$ cat config.mk
export PLATFORM = sky130hd
export DESIGN_NAME = sram_mem_ctrl
export DESIGN_NICKNAME = d
export VERILOG_FILES = /design/src/rtl/sram_mem_ctrl.sv
export SDC_FILE = /design/constraint.sdc
export NUM_CORES = 1
export LEC_CHECK = 0
export CAP_MARGIN = 20
export CELL_PAD_IN_SITES_DETAIL_PLACEMENT = 1
export CELL_PAD_IN_SITES_GLOBAL_PLACEMENT = 2
export CORE_MARGIN = 8
export CORE_UTILIZATION = 26
export DETAILED_ROUTE_END_ITERATION = 12
export GPL_TIMING_DRIVEN = 0
export PLACE_DENSITY_LB_ADDON = 0.1
export SLEW_MARGIN = 20
export SYNTH_ARGS = -nofsm -noshare
export SYNTH_HDL_FRONTEND = slang
export SYNTH_SLANG_ARGS = --single-unit
$ cat constraint.sdc
create_clock -name clk -period 3.07 [get_ports clk]
set_clock_uncertainty 0.1 [all_clocks]
set_input_delay 0.614 -clock clk [delete_from_list [all_inputs] [get_ports clk]]
set_output_delay 0.614 -clock clk [all_outputs]
set_load 0.02 [all_outputs]
$ cat src/rtl/sram_mem_ctrl.sv
// MEM-stage controller: splits each 32-bit load/store into two half-word accesses on a 16-bit async SRAM.
// Optional one-entry last-word read buffer is enabled by defining SRAM_LASTWORD_EN.
module sram_mem_ctrl #(
  parameter int ACCESS_CYCLES = 2,
  parameter int BASE_ADDR     = 1024
) (
  input  logic        clk,
  input  logic        rst,
  input  logic        memRead,
  input  logic        memWrite,
  input  logic [31:0] address,
  input  logic [31:0] data,
  output logic [31:0] memOut,
  output logic        ready,
  output logic [17:0] sramAddr,
  output logic [15:0] sramWrData,
  input  logic [15:0] sramRdData,
  output logic        sramWeN
);

  typedef enum logic [1:0] {IDLE, LOW, HIGH, DONE} state_t;

  localparam logic [3:0] CNT_RELOAD = 4'(ACCESS_CYCLES - 1);

  state_t      state, state_nxt;
  logic [31:0] offs;
  logic [16:0] idx_in;
  logic [16:0] idx_q;
  logic [31:0] data_q;
  logic        wr_q;
  logic [3:0]  cnt;
  logic [31:0] rbuf;
  logic        req;
  logic        last_beat;
  logic        hit;
  logic [31:0] hit_word;
  logic        unused_offs;

  // Address window wraps silently; only the half-word index bits matter.
  assign offs        = address - 32'(BASE_ADDR);
  assign idx_in      = offs[18:2];
  assign unused_offs = ^{offs[31:19], offs[1:0]};
  assign req         = memRead | memWrite;
  assign last_beat   = (cnt == 4'd0);

`ifdef SRAM_LASTWORD_EN
  logic        lw_valid;
  logic [16:0] lw_idx;
  logic [31:0] lw_word;

  assign hit      = memRead & ~memWrite & lw_valid & (lw_idx == idx_in);
  assign hit_word = lw_word;

  always_ff @(posedge clk) begin
    if (rst) begin
      lw_valid <= 1'b0;
      lw_idx   <= '0;
      lw_word  <= '0;
    end else if (state == HIGH && last_beat) begin
      lw_valid <= 1'b1;
      lw_idx   <= idx_q;
      lw_word  <= wr_q ? data_q : {sramRdData, rbuf[15:0]};
    end
  end
`else
  assign hit      = 1'b0;
  assign hit_word = '0;
`endif

  always_ff @(posedge clk) begin
    if (rst) state <= IDLE;
    else     state <= state_nxt;
  end

  always_comb begin
    state_nxt = state;
    case (state)
      IDLE: if (req) state_nxt = hit ? DONE : LOW;
      LOW:  if (last_beat) state_nxt = HIGH;
      HIGH: if (last_beat) state_nxt = DONE;
      DONE: state_nxt = IDLE;
      default: state_nxt = IDLE;
    endcase
  end

  // SRAM pins are registered and set up on the edge entering each phase,
  // so every half-word sees ACCESS_CYCLES cycles of stable pins.
  always_ff @(posedge clk) begin
    if (rst) begin
      idx_q      <= '0;
      data_q     <= '0;
      wr_q       <= 1'b0;
      cnt        <= '0;
      rbuf       <= '0;
      sramAddr   <= '0;
      sramWrData <= '0;
      sramWeN    <= 1'b1;
    end else begin
      case (state)
        IDLE: begin
          if (req) begin
            idx_q  <= idx_in;
            data_q <= data;
            wr_q   <= memWrite;
            cnt    <= CNT_RELOAD;
            if (hit) begin
              rbuf <= hit_word;
            end else begin
              sramAddr <= {idx_in, 1'b0};
              sramWeN  <= ~memWrite;
              if (memWrite) sramWrData <= data[15:0];
            end
          end
        end
        LOW: begin
          if (last_beat) begin
            cnt      <= CNT_RELOAD;
            sramAddr <= {idx_q, 1'b1};
            if (wr_q) sramWrData <= data_q[31:16];
            else      rbuf[15:0] <= sramRdData;
          end else begin
            cnt <= cnt - 4'd1;
          end
        end
        HIGH: begin
          if (last_beat) begin
            cnt     <= CNT_RELOAD;
            sramWeN <= 1'b1;
            if (!wr_q) rbuf[31:16] <= sramRdData;
          end else begin
            cnt <= cnt - 4'd1;
          end
        end
        default: ;
      endcase
    end
  end

  assign ready  = (state == DONE) | ((state == IDLE) & ~memRead & ~memWrite);
  assign memOut = (state == DONE && !wr_q) ? rbuf : 32'd0;

endmodule

# ---- After elaboration in Yosys (flattened, before gate mapping)
# Cells that the tools add are included.
dict set report word_totals {
  reg_bits 123
  input_bits 84
  out_inout_bits 68
}
dict set report op_classes {
  n_reduce_logical 16
  n_eq_ne 8
  n_addsub 2
  n_mux 19
  bitwise 7
}
# operator count
set op_table {}
lappend op_table {{$mux W16} 4}
lappend op_table {{$mux W18} 2}
lappend op_table {{$pmux W18 S2} 1}
lappend op_table {{$mux W32} 1}
lappend op_table {{$pmux W16 S2} 1}
lappend op_table {{$sub A19 B11 Y19 const B} 1}
lappend op_table {{$reduce_and A3 Y1} 5}
lappend op_table {{$ne A2 B2 Y1 const B} 5}
lappend op_table {{$mux W4} 2}
lappend op_table {{$pmux W2 S4} 1}
lappend op_table {{$pmux W4 S2} 1}
lappend op_table {{$mux W2} 3}
lappend op_table {{$reduce_bool A2 Y1} 3}
lappend op_table {{$reduce_and A5 Y1} 1}
lappend op_table {{$eq A2 B2 Y1 const B} 2}
lappend op_table {{$logic_not A4 Y1} 1}
lappend op_table {{$reduce_and A2 Y1} 2}
lappend op_table {{$sub A4 B1 Y4 const B} 1}
lappend op_table {{$not A1 Y1} 3}
lappend op_table {{$and A1 B1 Y1} 2}
lappend op_table {{$eq A2 B1 Y1 const B} 1}
lappend op_table {{$logic_not A2 Y1} 1}
lappend op_table {{$mux W1} 2}
lappend op_table {{$or A1 B1 Y1} 2}
lappend op_table {{4 further kinds} 4}

# ---- Longest topological paths before layout
# Gate-level depths: netlist (run 1).
dict set report logic_depth {
  ltp_word 4
  depth_mapped 8
}

# ---- Least setup slack after synthesis (run 1)
# OpenSTA, ideal clock, no wires.
dict set report synth_timing {
  path_kind {register -> output}
  from {reg state[0]}
  to {out ready}
  arrival_ns 1.471
  path_slack_ns 0.885
  path_stages_with_launch 6
  t_required_ns 2.356
  path_cell_list {dfxtp_1 > inv_1 > ha_1 > clkbuf_1 > or3b_2 > nand2b_1}
}
dict set report synth_between {
  elab_chain_len 4
  elab_cells_between_ends 5
  cone_classes {eq/ne: 1; bitwise: 3; reduce/logical: 1}
}
# item line
set synth_rtl {}
lappend synth_rtl {{start: declaration} 25} ;# state_t state, state_nxt;
lappend synth_rtl {{start signal: assignment} 72} ;# else state <= state_nxt;
lappend synth_rtl {{$logic_not A2 Y1} 139} ;# assign ready = (state == DONE) | ((state == IDLE) & ~memRead & ~memWrite);
lappend synth_rtl {{$and A1 B1 Y1 (2 in series)} 139}
lappend synth_rtl {{$or A1 B1 Y1 *} 139}
lappend synth_rtl {{end: declaration} 14} ;# output logic ready,
# Mark *: on every way between the ends. The rest lies on a longest branch, timed or not.

# ---- Final worst setup path (run 1)
dict set report layout_timing {
  from {reg state[0]}
  to {out memOut[26]}
}
dict set report layout_between {
  elab_chain_len 3
}
# item line
set layout_rtl {}
lappend layout_rtl {{$eq A2 B2 Y1} 140} ;# assign memOut = (state == DONE && !wr_q) ? rbuf : 32'd0;
lappend layout_rtl {{$logic_and A1 B1 Y1} 140}
lappend layout_rtl {{$mux W32} 140}
lappend layout_rtl {{end: declaration} 13} ;# output logic [31:0] memOut,
# Every way passes these cells.

==> results of run 1 <==
## sequential cells by signal, summed over array words and instances (netlist names)
register / flops
data_q: 16
sramAddr: 18
cnt: 4
sramWrData: 16
sramWeN: 1
idx_q: 17
rbuf: 32
state: 2
wr_q: 1
## through the flow
step / TNS [ns] / total power (µW) / area, µm² / instances / hold slack, ns
final: 0 / 5630 / 6520 / 936 / 0.350
after CTS: 0 / 5750 / 6520 / 936 / 0.355
after detailed placement: -0.0684 / 4600 / 6240 / 922 / 0.346
after global routing: 0 / 6090 / 6520 / 936 / 0.371
after floorplan: 0 / 3580 / 4600 / 561 / 0.332
after global placement: -0.0572 / 4530 / 6240 / 922 / 0.339
## layer usage
metal  vias to the layer above  part of all wire (%)  GRT usage, %
met4                         2                   1.3          4.75
met5                         -                 0.071             0
met2                        99                    47          23.7
li1                       2177                     -             -
met1                      2041                    45          17.0
met3                        13                   6.9          4.52
## worst paths after layout
check | startpoint | endpoint | slack, ns | cells after the start
hold reg to reg | rbuf[23] | rbuf[23] | 0.35 | 2
setup / recovery | state[0] | memOut[26] | 0.14 | 5
hold / removal | rbuf[23] | rbuf[23] | 0.35 | 2
setup reg to reg | state[1] | sramWrData[4] | 0.38 | 7
## cell type report
type | count | area (µm²)
Fill cell | 2061 | 10800
Timing Repair Buffer | 136 | 1360
Tap cell | 225 | 282
Inverter | 9 | 33.8
Clock buffer | 13 | 270
Multi-Input combinational cell | 405 | 2260
Sequential cell | 107 | 2140
Clock inverter | 2 | 10.0
Buffer | 39 | 161
## worst max-delay path, stage by stage (launching register included)
cell             delay, ns
dfxtp_1               0.40
ha_1                  0.19
nor2b_2               0.27
clkbuf_2              0.25
and2_1                0.16
clkdlybuf4s50_1       0.61
## report_power, final
| group | leakage, µW | internal [µW] | total [µW] | switching, µW |
|---|---|---|---|---|
| registers | 0.000879 | 1790 | 2020 | 233 |
| logic | 0.00134 | 1010 | 2490 | 1480 |
| clock network | 0.000141 | 611 | 1120 | 506 |
## logic make-up (layout without fill, tap and decap cells)
logic type      after synthesis  after routing
compound gates              120            120
simple gates                248            248
flops                       107            107
fa+ha+maj                     7              7
buf+inv                      49            199
xor+xnor                      5              5
mux                          25             25
## layout by cell type, fill, tap and decap left out, drive strengths merged, types with 3 or more instances in the layout
cell	Yosys	routed
a211oi	33	33
a21oi	64	64
and2	34	34
buf	6	6
clkbuf	34	46
clkdlybuf4s50	0	135
dfxtp	107	107
ha	7	7
inv	9	9
mux2i	25	25
nand2	128	128
nand2b	4	4
nand3b	5	5
nor2	43	43
nor2b	4	4
nor3	12	12
nor3b	3	3
o211ai	4	4
o21ai	7	7
xnor2	3	3
## repair_timing
item | in CTS | in global routing
buffers inserted | 0 | 0
resized for setup | 5 | 2
endpoints found under the setup margin | 31 | 10
==> reports/qor.txt, run 1 <==
Simple-Gate Fraction of Synth Area: 24.9%
ANT cells: 0
CTS Buf Count: 9
Layout area overhead: 41.9%
List of most frequent post-synthesis cells: 128 x nand2_1, 107 x dfxtp_1, 64 x a21oi_1, 43 x nor2_1
Syn avg cell area: 8.19 µm²
Max Slew Vio Count: 0
Remaining antenna violation count: 0
Crit path time final: 2.93 ns
Fin crit share: 95.4%
Rows: 48
Layout Utilization: 37.7%
Maxcap violations: 0
Adder-cell share of the synthesized area: 1.91%
FF+latch count, synth: 107
Max clock buf depth: 2
RSZ-0062 raised after global routing: no
Dominant cells by area after synthesis: dfxtp_1 47%, nand2_1 10%, a21oi_1 7.0%
Top-count cell post-synth: nand2_1
Final GP Congestion: 0.759
Post-synthesis cell type count: 45
Place WS: -0.0684 ns
Vias: 4,332
H-tree level count: 3
Setup ws final: 0.140 ns
Synth Area in Compound Gates: 16.0%
# setup viols final: 0
WL/cell: 16.6 µm
Peak Freq: 0.341 GHz
Drc violations: 0
VDD IR-drop max: 0.352 mV
Initial DRC Count: 127
Vias in the first global route: 4,826
Nature of the critical path endpoint: primary output
Die X: 149 µm
Ys async rst share: 0%
Die area: 22,200 µm²
Crit path max fanout: 10
Hold_buf cts: 0
Outcome: complete, no violations
Port Buf Inserts: 136
First-pass GRT wire length: 25.1 mm
Req. time, crit path: 2.36 ns
Root Driver: clkbuf_16
Pwr Density: 863 nW/µm²
Clock Latency Late Sink: 0.35 ns
CP Class: reg2out
Leading area contributor after synthesis: dfxtp_1
Vias/cell: 4.63
Worst-Margin Slew: 0.803 ns
Final hold vios: 0
Slew HR: 46.5%
Leakage power: 0.00236 µW
Xor/xnor cell area share of the yosys netlist: 0.953%
Post-Syn Area: 4600 µm²
Crit path DAT: 2.22 ns
Clock Sinks: 107
Number of synthesized flops with an enable pin: 0
Layout Nets: 798
1st-pass router iterations: 5
Hold crit path type: reg2reg
Mux share of post-synthesis cell area: 5.44%
Largest net degree at the start of global routing: 16
Largest family of logic cells by synthesized area: simple AND/OR/NAND/NOR gates
Clock Pin Slew Worst Setup and Hold Paths: 0.07 ns
Top_reg_cell synth: dfxtp_1
IO Pins: 152
Remaining Overflow, GRT: 0
CTS tree: built
Synthesis Warnings: 0
Total GRT Usage: 14.2%
Layout cells sized above 1: 3.80%
Hpwl dp: 12.0 mm
Initial core utilization: 26.6%
Synth Instances: 561
Type of origin of the critical path: flip-flop
Post-synth top area share: 46.6%
WL final: 15.5 mm
Core Area: 17,300 µm²
Register area share after synthesis: 46.6%
Die height: 149 µm
Number of antenna violations at the first check in global routing: 1
Synthesized Nets: 652
Power figures use the tool's default switching activity.
==> run 2: changes to the inputs <==
- clock period: 3.07 -> 3.1 ns (I/O delays scaled with it)
==> results of run 2 <==
Same layout as run 1 (identical final DEF). Status: complete, no violations.
Main changes from that run: setup slack after placement -0.0684 ns -> -0.0504 ns; number of gates resized after CTS 5 -> 4; setup slack after layout 0.140 ns -> 0.164 ns; register-to-register setup slack 0.38 ns -> 0.41 ns; total power 5630 µW -> 5580 µW; worst IR drop on VDD 0.352 mV -> 0.349 mV
